--- src/rtl/writeback_unit.sv ---
// Register-bank write port driver: boot sweep of all registers after reset,
// then registered write-back of retiring results with a forwarding tap.
module writeback_unit #(
    parameter int unsigned DATA_W     = 32,
    parameter int unsigned NREGS      = 32,
    parameter bit          INIT_INDEX = 1'b1,
    parameter bit          PROTECT_R0 = 1'b1
) (
    input  logic              clk,
    input  logic              rst,
    input  logic              wb_valid,
    output logic              wb_ready,
    input  logic              wb_reg_write,
    input  logic              wb_mem_to_reg,
    input  logic [4:0]        wb_rd,
    input  logic [DATA_W-1:0] wb_alu_result,
    input  logic [DATA_W-1:0] wb_mem_data,
    output logic              we_RF,
    output logic [4:0]        A3,
    output logic [DATA_W-1:0] WD3,
    output logic              init_done,
    output logic              fwd_valid,
    output logic [4:0]        fwd_rd,
    output logic [DATA_W-1:0] fwd_data
);

    localparam int unsigned AW = (NREGS > 1) ? $clog2(NREGS) : 1;

    typedef enum logic {
        S_INIT = 1'b0,
        S_RUN  = 1'b1
    } state_t;

    state_t            state;
    state_t            state_nxt;
    logic [AW-1:0]     counter;
    logic [AW-1:0]     counter_nxt;
    logic              we_nxt;
    logic [4:0]        a3_nxt;
    logic [DATA_W-1:0] wd3_nxt;
    logic              init_done_nxt;
    logic              accept;
    logic              do_write;
    logic              sweep_last;

    assign wb_ready   = (state == S_RUN);
    assign accept     = wb_valid && wb_ready;
    assign do_write   = accept && wb_reg_write && !(PROTECT_R0 && (wb_rd == 5'd0));
    assign sweep_last = (counter == AW'(NREGS - 1));

    // Decode reads the value being written this cycle through the tap.
    assign fwd_valid = we_RF;
    assign fwd_rd    = A3;
    assign fwd_data  = WD3;

    // State and registered outputs; reset restarts the sweep from register 0.
    always_ff @(posedge clk) begin
        if (rst) begin
            state     <= S_INIT;
            counter   <= '0;
            we_RF     <= 1'b0;
            A3        <= 5'd0;
            WD3       <= '0;
            init_done <= 1'b0;
        end else begin
            state     <= state_nxt;
            counter   <= counter_nxt;
            we_RF     <= we_nxt;
            A3        <= a3_nxt;
            WD3       <= wd3_nxt;
            init_done <= init_done_nxt;
        end
    end

    // Next-state logic.
    always_comb begin
        state_nxt   = state;
        counter_nxt = counter;
        case (state)
            S_INIT: begin
                counter_nxt = counter + AW'(1);
                if (sweep_last) begin
                    state_nxt = S_RUN;
                end
            end
            S_RUN: begin
                state_nxt = S_RUN;
            end
            default: begin
                state_nxt = S_INIT;
            end
        endcase
    end

    // Next values of the registered write port; address and data hold when idle.
    always_comb begin
        we_nxt        = 1'b0;
        a3_nxt        = A3;
        wd3_nxt       = WD3;
        init_done_nxt = init_done;
        case (state)
            S_INIT: begin
                we_nxt  = 1'b1;
                a3_nxt  = 5'(counter);
                wd3_nxt = INIT_INDEX ? DATA_W'(counter) : '0;
                if (sweep_last) begin
                    init_done_nxt = 1'b1;
                end
            end
            S_RUN: begin
                if (do_write) begin
                    we_nxt  = 1'b1;
                    a3_nxt  = wb_rd;
                    wd3_nxt = wb_mem_to_reg ? wb_mem_data : wb_alu_result;
                end
            end
            default: begin
                we_nxt = 1'b0;
            end
        endcase
    end

endmodule

--- config.mk ---
export PLATFORM = sky130hd
export DESIGN_NAME = writeback_unit
export DESIGN_NICKNAME = d
export VERILOG_FILES = /design/src/rtl/writeback_unit.sv
export SDC_FILE = /design/constraint.sdc
export NUM_CORES = 1
export LEC_CHECK = 0
export BUFFER_PORTS_ARGS = -buffer_cell sky130_fd_sc_hd__buf_2
export CORE_MARGIN = 1.5
export CORE_UTILIZATION = 48
export CTS_BUF_LIST = sky130_fd_sc_hd__clkbuf_16
export DETAILED_ROUTE_END_ITERATION = 10
export PLACE_DENSITY = 0.95
export SLEW_MARGIN = 40
export SYNTH_ARGS = -nofsm -noshare
export SYNTH_HDL_FRONTEND = slang
export SYNTH_SLANG_ARGS = --single-unit
--- constraint.sdc ---
create_clock -name clk -period 4.1 [get_ports clk]
set_input_delay 0.41 -clock clk [delete_from_list [all_inputs] [get_ports clk]]
set_output_delay 0.41 -clock clk [all_outputs]
set_load 0.02 [all_outputs]
==> metrics.md, run 1 <==
| Metric | Value |
|---|---|
| Register area | 900.9 um2 |
| Largest net degree at the start of global routing | 33 |
| Reg2Reg Depth | 3 |
| CTS Buf Count | 5 |
| Initial DRC count | 43 |
| DR pass1 iterations | 4 |
| Relative slew slack | 0.5092 |
| Post-layout net count | around 460 |
| Port bufs | 151 |
| Total clock sinks | 45 |
| CTS tree | built |
| Number of synthesized flops with an enable pin | 0 |
| Status | completed |
| DRT antenna net count | 0 |
| Asr flop ratio synth | 0 |
| Initial antenna violation count | 0 |
| Drt drc | 0 |
| Met1 Use GR | 0.2385 |
| Cell Pwr Density | 294.8 mW/mm2 |
| Die Span Y | 77.02 um |
| Max VDD drop | around 0.20 mV |
| R2r endpoint | WD3[3] |
| Core area | 0.005205 mm2 |
| Clock Latency Late Sink | between 200 and 300 ps |
| Worst-path fanout max | 21 |
| IO Pins | around 150 |
| WS Path Type | register to register |
| Die span in x | 77.02 um |
| First-pass GRT wire length | slightly above 10,000 um |
| Setup repair after global routing missed its margin | no |
| WL final | ~6000 um |
| Final hold viol count | 0 |
| Vias in the first global route | between 2,000 and 2,500 |
| Worst endpoint required time | about 4300 ps |
| Initial Util | 0.5053 |
| Final slew viol count | 0 |
| Busiest grt layer | met2 |
| Endpoints failing setup | 0 |
| Fill count | roughly 460 |
| Grt ovf | 0 |
| Multi-input logic area | around 0.0012 mm2 |
| Hold crit path type | register to register |
| Leak Pwr | 1.523 nW |
| Post-layout min period | roughly 2100 ps |
| Crit path DAT | ~2300 ps |
| Syn_area_per_cell | between 9 and 10 um2 |
| Vias per cell | about 5 |
| Area Overhead vs Synth | 23.12% |
| Hold buffer count at cts | 0 |
| Yosys top cell by area | dfxtp_1 |
| Area of the die | roughly 0.0059 mm2 |
| Number of diodes | 0 |
| Clk root buf | clkbuf_16 |
| Synth Register Bits | 45 |
| Gpl congestion | ~0.86 |
| Main synth FF type | dfxtp_1 |
| Synth top area share | 0.3425 |
| Routing usage on met3 | 0.02500 |
| GRT Util Overall | 0.2062 |
| Critical Path Source Type | register |
| Vias | between 2,000 and 2,500 |
| Synth top cells by count | 58 x a211oi_1, 45 x dfxtp_1, 38 x buf_4 |
| Nature of the critical path endpoint | register |
| Tightest Pin Transition | 736.2 ps |
| TNS Setup | 0 ps |
| CP startpoint | wb_ready |
| Reg-to-reg slack, setup | 1990 ps |
| Post-synthesis sequential area ratio | 0.3425 |
| Clock transition at the registers of the reported paths | approximately 60 ps |
| H-tree depth | 2 |
| Mapped Cells | 284 |
| CP cell instances | clkinv_1 > o22ai_4 > mux2_2 |
| Synth cell types | 31 |
| Leading post-synthesis cells by cell area | dfxtp_1 34%, a211oi_1 17%, mux2_2 14% |
| Reg-to-Reg Start | wb_ready |
| Clock buffer depth | 2 |
| Mapped cell area | about 0.0026 mm2 |
| Post-CTS Setup Inserts | 0 |
| PostCTS Resize Cnt | 0 |
| Hold slack | between 400 and 500 ps |
| Dpl hpwl | 4642 um |
| Final Skew | between 4 and 5 ps |
| Count leader, synth | a211oi_1 |
| Critical Path End | WD3[3] |
| Highest Clock Rate | between 400 and 500 MHz |
| Slowest stage delay, CP | roughly 780 ps |
| Routed WL per cell | between 10 and 15 um |
| Met2 usage | 0.3920 |
| Share of cells above drive strength 1 | 0.5144 |
| Max cap viols | 0 |
| Yosys warns | 0 |
| Final worst-path cycle share | 0.5158 |
| Site Rows | 26 |
| Post-Syn Nets | 360 |
| Slowest cell on crit path | dfxtp_1 |
## flip-flops by register name (all words and copies together) (netlist names)
name / flops
A3: 5
WD3: 32
counter: 5
fwd_valid: 1
init_done: 1
wb_ready: 1
## critical path, delay by kind of cell (launching register included)
family	cells	cell delay, ps
flops	1	780
mux	1	370
compound gates	1	370
buf+inv	1	470
## area by class of cell
type / count / share of cell area
multi-input combinational: 149 / 0.3821
sequential: 45 / 0.2782
timing repair buffer: 152 / 0.2357
clock buffer: 5 / 0.03864
inverter: 29 / 0.03362
tap: 70 / 0.02705
clock inverter: 3 / 0.004637
## cells in the final DEF (no fill, tap or decap)
master and instances:
nand4b_1 1, mux2_2 32, inv_2 1, dfxtp_1 45, xnor2_1 1, nor2b_1 6, nand2_1 1, mux2i_1 7
and3_1 1, o21ai_4 1, inv_1 29, xor2_1 2, buf_4 1, nand2_2 1, or4_4 1, clkinvlp_4 1
o21bai_1 5, nor2_1 9, clkbuf_16 5, buf_2 151, nand2b_1 1, nand2b_2 1, o22ai_4 1, ha_1 2
nor3_1 4, clkinv_1 1, a21oi_1 6, a31oi_1 1, o21ai_0 1, a211oi_1 58, a2111oi_0 4, and2_1 1
nor4_4 1
## worst min path at each step
stage	start	end	slack, ps	cells past startpoint
after floorplan	counter[4]	counter[4]	490	2
after global placement	WD3[7]	WD3[7]	450	2
after detailed placement	init_done	init_done	450	2
after CTS	wb_rd[3]	A3[3]	460	3
after global routing	wb_rd[3]	A3[3]	480	3
final	WD3[7]	WD3[7]	470	2
## where the power goes
group | total [W] | switching (W) | internal [W]
sequential | 0.000449 | 0.00000543 | 0.000444
combinational | 0.000131 | 0.0000665 | 0.0000646
clock | 0.000374 | 0.000153 | 0.000221
## per-stage QoR
step                 power, W  setup slack [ps]  cell area, um2    util  std cells
floorplan           0.0005429              2456            2630       -        284
global placement    0.0005859              2082            3093  0.5942        445
detailed placement  0.0005904              2022            3098  0.5952        445
CTS                 0.0009652              2017            3238  0.6221        453
global route         0.001002              1873            3238  0.6221        453
finish              0.0009545              1985            3238  0.6221        453
## layer usage
layer,vias to the layer above,share of wire
met5,-,0
met4,0,0.0070
met3,6,0.060
met2,100,0.53
met1,1048,0.40
li1,1179,-
## kinds of logic (layout without fill, tap and decap cells)
| logic type | count (synthesis) | in the layout | synth area share |
|---|---|---|---|
| simple gates | 28 | 28 | 0.05947 |
| mux | 39 | 39 | 0.1637 |
| flops | 45 | 45 | 0.3425 |
| compound gates | 77 | 77 | 0.2226 |
| fa+ha+maj | 2 | 2 | 0.009513 |
| buf+inv | 90 | 189 | 0.1922 |
| xor+xnor | 3 | 3 | 0.009992 |
Power figures use the tool's default switching activity.
==> run 2: changes to the inputs <==
--- a/config.mk
+++ b/config.mk
@@ -5,12 +5,13 @@
 export SDC_FILE = /design/constraint.sdc
 export NUM_CORES = 1
 export LEC_CHECK = 0
+export ABC_AREA = 1
 export BUFFER_PORTS_ARGS = -buffer_cell sky130_fd_sc_hd__buf_2
 export CORE_MARGIN = 1.5
-export CORE_UTILIZATION = 48
+export CORE_UTILIZATION = 43
 export CTS_BUF_LIST = sky130_fd_sc_hd__clkbuf_16
 export DETAILED_ROUTE_END_ITERATION = 10
-export PLACE_DENSITY = 0.95
+export PLACE_DENSITY = 0.9
 export SLEW_MARGIN = 40
 export SYNTH_ARGS = -nofsm -noshare
 export SYNTH_HDL_FRONTEND = slang
==> constraint.sdc (replaced) <==
create_clock -name clk -period 2.2 [get_ports clk]
set_input_delay 0.22 -clock clk [delete_from_list [all_inputs] [get_ports clk]]
set_output_delay 0.22 -clock clk [all_outputs]
set_load 0.02 [all_outputs]
==> metrics.md, run 2 <==
| Metric | Value |
|---|---|
| Status | completed |
| Vias per cell | 4.843 (-6.0%) |
| Tightest Pin Transition | 607.2 ps (-129.0 ps) |
| WL final | 6284 um (+1.9%) |
| Commonest non-fill, non-tap cell in the layout | buf_2 |
| Mapped cell area | 0.002424 mm2 (-7.8%) |
| Gpl congestion | 0.7400 (-14%) |
| Clock transition at the registers of the reported paths | 60 ps (about the same) |
| Fill count | 552 (+19%) |
| Synth cell types | 21 (-32%) |
| Synth top cells by count | 143 x nand2_1, 45 x dfxtp_1, 39 x buf_4 |
| Worst-path fanout max | 24 (+14%) |
| Reg-to-Reg Start | counter[0] |
| Yosys warns | 0 (unchanged) |
| Endpoints failing setup | 0 (unchanged) |
| Synth Register Bits | 45 (unchanged) |
| Post-CTS Setup Inserts | 0 (unchanged) |
| Highest Clock Rate | around 750 MHz |
| H-tree depth | 2 (unchanged) |
| Cell Pwr Density | 605.8 mW/mm2 (+110%) |
| Initial antenna violation count | 0 (unchanged) |
| CTS tree | built |
| Syn_area_per_cell | 6.695 um2 (-28%) |
| Leak Pwr | 1.792 nW (+18%) |
| Crit path DAT | 1110 ps (-1170 ps) |
| Multi-input logic area | 0.001087 mm2 (-12%) |
| Nature of the critical path endpoint | output pin |
| Largest register FFs | 32 (unchanged) |
| Max VDD drop | 0.2957 mV (+49%) |
| Area Overhead vs Synth | 27.88% |
| Hold crit path type | input port to register |
| Die span in x | 78.08 um (+1.4%) |
| Count leader, synth | nand2_1 |
| WS Path Type | register to output pin |
| Relative slew slack | 0.5952 (+0.08598) |
| Dpl hpwl | 4639 um (about the same) |
| PostCTS Resize Cnt | 0 (unchanged) |
| Largest register by flop count | WD3 |
| Hold slack | 220.0 ps (-245.0 ps) |
| Synth top area share | 0.3717 (+0.02918) |
| Post-layout net count | 545 (+19%) |
| Vias | 2,625 (+13%) |
| Vias in the first global route | 2,162 (-2.0%) |
| Hold buffer count at cts | 0 (unchanged) |
| Port bufs | 151 (unchanged) |
| Final hold viol count | 0 (unchanged) |
| Initial DRC count | 110 (+160%) |
| Asr flop ratio synth | 0 (unchanged) |
| Largest registers | WD3 (32), A3 (5), counter (5) |
| Util after Layout | 0.5663 (-0.05581) |
| Core area | 0.005473 mm2 (+5.1%) |
| Register area | 900.9 um2 (unchanged) |
| Number of diodes | 0 (unchanged) |
| Largest net degree at the start of global routing | 34 (+3.0%) |
| Max cap viols | 0 (unchanged) |
| Area of the die | 0.006096 mm2 (+2.8%) |
| DRT antenna net count | 0 (unchanged) |
| Mapped Cells | 362 (+27%) |
| Post-Syn Nets | 438 (+22%) |
| Routed WL per cell | 11.59 um (-15%) |
| Clock buffer depth | 2 (unchanged) |
| Initial Util | 0.4428 (-0.06244) |
| Clk root buf | clkbuf_16 |
| Post-layout min period | between 1000 and 1500 ps |
| Grt ovf | 0 (unchanged) |
| Post-synthesis sequential area ratio | 0.3717 (+0.02918) |
| Drt drc | 0 (unchanged) |
| Clock Latency Late Sink | 280 ps (about the same) |
| Number of synthesized flops with an enable pin | 0 (unchanged) |
| Final worst-path cycle share | 0.6060 |
| Share of cells above drive strength 1 | 0.3617 (-0.1527) |
| CTS Buf Count | 5 (unchanged) |
| Leading post-synthesis cells by cell area | dfxtp_1 37%, nand2_1 22%, buf_4 12% |
| Total clock sinks | 45 (unchanged) |
| Commonest non-fill, non-tap cells in the layout | 151 x buf_2, 143 x nand2_1, 45 x dfxtp_1, 36 x nand3_1, 23 x a21oi_1 |
| TNS Setup | 0 ps (unchanged) |
| HP Start | wb_alu_result[17] |
| Power, Total | 0.001877 W (+97%) |
| Final slew viol count | 0 (unchanged) |
| GRT Util Overall | 0.1993 (-0.006893) |
| Yosys top cell by area | dfxtp_1 |
| IO Pins | 152 (unchanged) |
| Site Rows | 27 (+3.8%) |
| Setup repair after global routing missed its margin | no |
| First-pass GRT wire length | 9694 um (-4.0%) |
| Final Skew | 5.330 ps (+0.6108 ps) |
| DR pass1 iterations | 4 (unchanged) |
| Main synth FF type | dfxtp_1 |
| Critical Path Source Type | register |
| Die Span Y | 78.08 um (+1.4%) |
| Worst endpoint required time | 1980 ps (-2280 ps) |
| CP startpoint | wb_ready |
==> run 2: changes by cell type in the layout (fill, tap and decap cells not counted), moves of 9 or more <==
| cell | change |
|---|---|
| a21oi_1 | +17 |
| mux2_2 | -32 |
| inv_1 | -21 |
| nand2_1 | +142 |
| nand3_1 | +36 |
| a211oi_1 | -58 |
| o21ai_0 | +9 |
==> run 2: per-stage QoR <==
stage	worst slack, ps	cells	cell area [um2]
finish	866.8	542	3099
detailed placement	592.5	534	2937
global placement	677.4	534	2937
global route	751.8	542	3099
floorplan	953.5	362	2424
CTS	868.6	542	3099
==> run 2: critical path: stages (launching register included) <==
cell,delay [ps]
dfxtp_1,360
buf_4,260
buf_2,210
==> run 2: kinds of logic (layout without fill, tap and decap cells) <==
group,after synthesis,count (layout),share of synthesized area
DFF,45,45,0.3717
and+or+nand+nor,208,208,0.3562
AOI/OAI and AO/OA,39,39,0.08209
adders and majority gates,2,2,0.01032
buffers and inverters,68,176,0.1797
==> run 2: report_power, final <==
| part | total, W | switching, W | internal [W] | leakage, nW |
|---|---|---|---|---|
| logic | 0.000216 | 0.000123 | 0.0000929 | 1.35 |
| clock network | 0.000825 | 0.000297 | 0.000528 | 0.0826 |
| registers | 0.000837 | 0.0000103 | 0.000827 | 0.364 |
| total | 0.00188 | 0.000430 | 0.00145 | 1.79 |
==> run 2: metal layers <==
metal | up-vias | wire (um) | global-route usage | share of wire
li1 | 1336 | - | - | -
met1 | 1178 | 2742 | 0.2484 | 0.44
met2 | 105 | 3085 | 0.3470 | 0.49
met3 | 6 | 392 | 0.03953 | 0.062
met4 | 0 | 63 | 0.05893 | 0.010
met5 | - | 0 | 0 | 0
==> run 2: layout make-up <==
class | instances | share of cell area
Clock buffer | 5 | 0.04037
Timing Repair Buffer | 158 | 0.2648
Multi-Input combinational cell | 249 | 0.3508
Tap cell | 72 | 0.02907
Sequential cell | 45 | 0.2907
Inverter | 10 | 0.01211
Clock inverter | 3 | 0.01211
==> run 2: final timing paths <==
kind | to | slack [ps] | cells after the start
worst max-delay path | wb_ready | 870 | 2
worst min-delay path | WD3[17] | 220 | 5
worst max register to register | counter[4] | 920 | 6
worst min register to register | init_done | 470 | 2
==> run 3: changes to the inputs <==
--- a/config.mk
+++ b/config.mk
@@ -8,10 +8,10 @@
 export ABC_AREA = 1
 export BUFFER_PORTS_ARGS = -buffer_cell sky130_fd_sc_hd__buf_2
 export CORE_MARGIN = 1.5
-export CORE_UTILIZATION = 43
+export CORE_UTILIZATION = 39
 export CTS_BUF_LIST = sky130_fd_sc_hd__clkbuf_16
 export DETAILED_ROUTE_END_ITERATION = 10
-export PLACE_DENSITY = 0.9
+export PLACE_DENSITY = 0.86
 export SLEW_MARGIN = 40
 export SYNTH_ARGS = -nofsm -noshare
 export SYNTH_HDL_FRONTEND = slang
==> constraint.sdc (replaced) <==
create_clock -name clk -period 1.2 [get_ports clk]
set_input_delay 0.12 -clock clk [delete_from_list [all_inputs] [get_ports clk]]
set_output_delay 0.12 -clock clk [all_outputs]
set_load 0.02 [all_outputs]
==> metrics.md, run 3 (same netlist as run 2, synthesis figures left out) <==
| Metric | Value |
|---|---|
| IO Pins | 152 (unchanged) |
| Largest register FFs | 32 (unchanged) |
| Area of the die | 0.006696 mm2 (+9.9%) |
| Leak Pwr | 1.849 nW (+3.2%) |
| WS Path Type | register to register |
| Combinational share of power | 0.127 (+0.012) |
| Site Rows | 28 (+3.7%) |
| Hold slack | 112.5 ps (-107.5 ps) |
| Largest register by flop count | WD3 |
| Post-layout net count | 554 (+1.7%) |
| Worst path bufs/invs | 1 (-1) |
| Tightest Pin Transition | 245.0 ps (-362.2 ps) |
| Vias | 2,721 (+3.7%) |
| Slowest stage delay, CP | 340 ps (-20 ps) |
| Non-Filler Instances | 554 (+2.2%) |
| Max cap viols | 0 (unchanged) |
| Family with the most delay on the worst path | adder cells |
| Highest Clock Rate | approximately 870 MHz |
| Dpl hpwl | 4923 um (+6.1%) |
| Port bufs | 151 (unchanged) |
| Endpoints failing setup | 0 (unchanged) |
| Status | completed |
| Max VDD drop | 0.6152 mV (+110%) |
| Crit path DAT | 1320 ps (+210 ps) |
| WL final | 6695 um (+6.5%) |
| Internal power | 0.002690 W (+86%) |
| Initial DRC count | 146 (+33%) |
| R2r endpoint | counter[4] |
| Clock transition at the registers of the reported paths | 60 ps (about the same) |
| Slowest cell on crit path | dfxtp_2 |
| Area Overhead vs Synth | 34.64% |
| Sequential power share | 0.439 (-0.007) |
| Number of diodes | 0 (unchanged) |
| Share of cells above drive strength 1 | 0.3925 (+0.03078) |
| Die Span Y | 81.83 um (+4.8%) |
| Placed cells | 545 (+2.1%) |
| Commonest non-fill, non-tap cell in the layout | buf_2 |
| Vias per cell | 4.912 (+1.4%) |
| Hold crit path type | input port to register |
| Drt drc | 0 (unchanged) |
| Vias in the first global route | 2,127 (-1.6%) |
| Cell Pwr Density | 1070 mW/mm2 (+77%) |
| Grt ovf | 0 (unchanged) |
| Critical Path Source Type | register |
| TNS Setup | 0 ps (unchanged) |
| Largest registers | WD3 (32), A3 (5), counter (5) |
| CP cell instances | ha_4 > inv_2 > nor2_2 > ha_1 > o21ai_1 > nor2_1 |
| First-pass GRT wire length | 9432 um (-2.7%) |
| DRT antenna net count | 0 (unchanged) |
| Nature of the critical path endpoint | register |
| Die span in x | 81.83 um (+4.8%) |
| Worst endpoint required time | 1370 ps (-610 ps) |
| Gpl congestion | 0.7919 (+7.0%) |
| Sw Pwr | 0.0008009 W (+86%) |
| Reg2Reg Depth | 6 (unchanged) |
| Worst-path fanout max | 2 (-92%) |
| Net Sw Frac | 0.2294 (+0.0002728) |
| Hold buffer count at cts | 0 (unchanged) |
| Clock buffer depth | 2 (unchanged) |
| Reg-to-reg slack, setup | 50 ps (-870 ps) |
| Reg-to-Reg Start | counter[1] |
| GRT Util Overall | 0.1799 (-0.01936) |
| Clock Latency Late Sink | 280 ps (about the same) |
| Final worst-path cycle share | 0.9555 |
| Clock power frac | 0.434 (-0.005) |
| Initial antenna violation count | 0 (unchanged) |
| CTS Buf Count | 5 (unchanged) |
| Core area | 0.005956 mm2 (+8.8%) |
| WHS Path Cells | 5 (unchanged) |
| Routed WL per cell | 12.08 um (+4.2%) |
| Largest net degree at the start of global routing | 42 (+24%) |
| CTS tree | built |
| Post-layout min period | between 1000 and 1500 ps |
| H-tree depth | 2 (unchanged) |
| Commonest non-fill, non-tap cells in the layout | 151 x buf_2, 143 x nand2_1, 42 x dfxtp_1, 36 x nand3_1, 22 x a21oi_1 |
| DR pass1 iterations | 5 (+1) |
| Relative slew slack | 0.8363 (+0.2411) |
| Post-CTS Setup Inserts | 0 (unchanged) |
| Util after Layout | 0.5479 (-0.01840) |
| Clk root buf | clkbuf_16 |
| Final slew viol count | 0 (unchanged) |
| HP Start | wb_alu_result[23] |
| Final Skew | 5.702 ps (+0.3718 ps) |
| Final hold viol count | 0 (unchanged) |
| Total clock sinks | 45 (unchanged) |
| Power, Total | 0.003491 W (+86%) |
| Initial Util | 0.4069 (-0.03591) |
| Hold Path Sink | WD3[23] |
-- run 3: how the worst max path moves through the flow --
stage | start | end | cells after the start
4_1_cts | counter[1] | counter[4] | 6
6_report | counter[1] | counter[4] | 6
3_3_place_gp | counter[0] | counter[4] | 6
5_1_grt | counter[1] | counter[4] | 6
3_5_place_dp | counter[1] | counter[4] | 6
2_1_floorplan | counter[0] | counter[4] | 6
-- run 3: worst reg2reg max path, delay by kind of cell (launching register included) --
kind	cells	cell delay, ps
compound gates	1	120
simple gates	2	80
buf+inv	1	60
fa+ha+maj	2	430
flops	1	340
-- run 3: what timing repair did --
action,4_1_cts,5_1_grt
gates cloned,0,1
endpoints found under the hold margin,0,0
gates resized for setup,4,8
pin swaps,1,1
endpoints found under the setup margin,1,7
-- run 3: layout make-up --
| class | instances | area [um2] |
|---|---|---|
| clock buffers | 5 | 125.1 |
| clock inverters | 3 | 41.29 |
| fillers | 586 | 2693 |
| inverters | 10 | 40.04 |
| multi-input cells | 249 | 1109 |
| flip-flops and latches | 45 | 907.1 |
| well taps | 75 | 93.84 |
| repair buffers | 167 | 947.2 |
-- run 3: metal layers --
| metal | vias up | GRT usage | routed length, um |
|---|---|---|---|
| li1 | 1355 | - | - |
| met1 | 1211 | 0.2111 | 2703 |
| met2 | 140 | 0.3230 | 3368 |
| met3 | 15 | 0.03778 | 499 |
| met4 | 0 | 0.05932 | 124 |
| met5 | - | 0 | 0 |
-- run 3: power groups by stage --
stage / Combinational (W) / Clock [W] / Sequential, W
2_1_floorplan: 0.000216 / 0 / 0.00158
3_3_place_gp: 0.000419 / 0 / 0.00156
3_5_place_dp: 0.000430 / 0 / 0.00156
4_1_cts: 0.000435 / 0.00156 / 0.00153
5_1_grt: 0.000489 / 0.00162 / 0.00154
6_report: 0.000443 / 0.00151 / 0.00153
-- run 3: stage by stage --
stage,cell area [um2],setup WS [ps]
after floorplan,2426,32.93
after global placement,3039,14.71
after detailed placement,3039,-39.88
after CTS,3211,14.13
after global routing,3263,-0.6077
final,3263,53.44
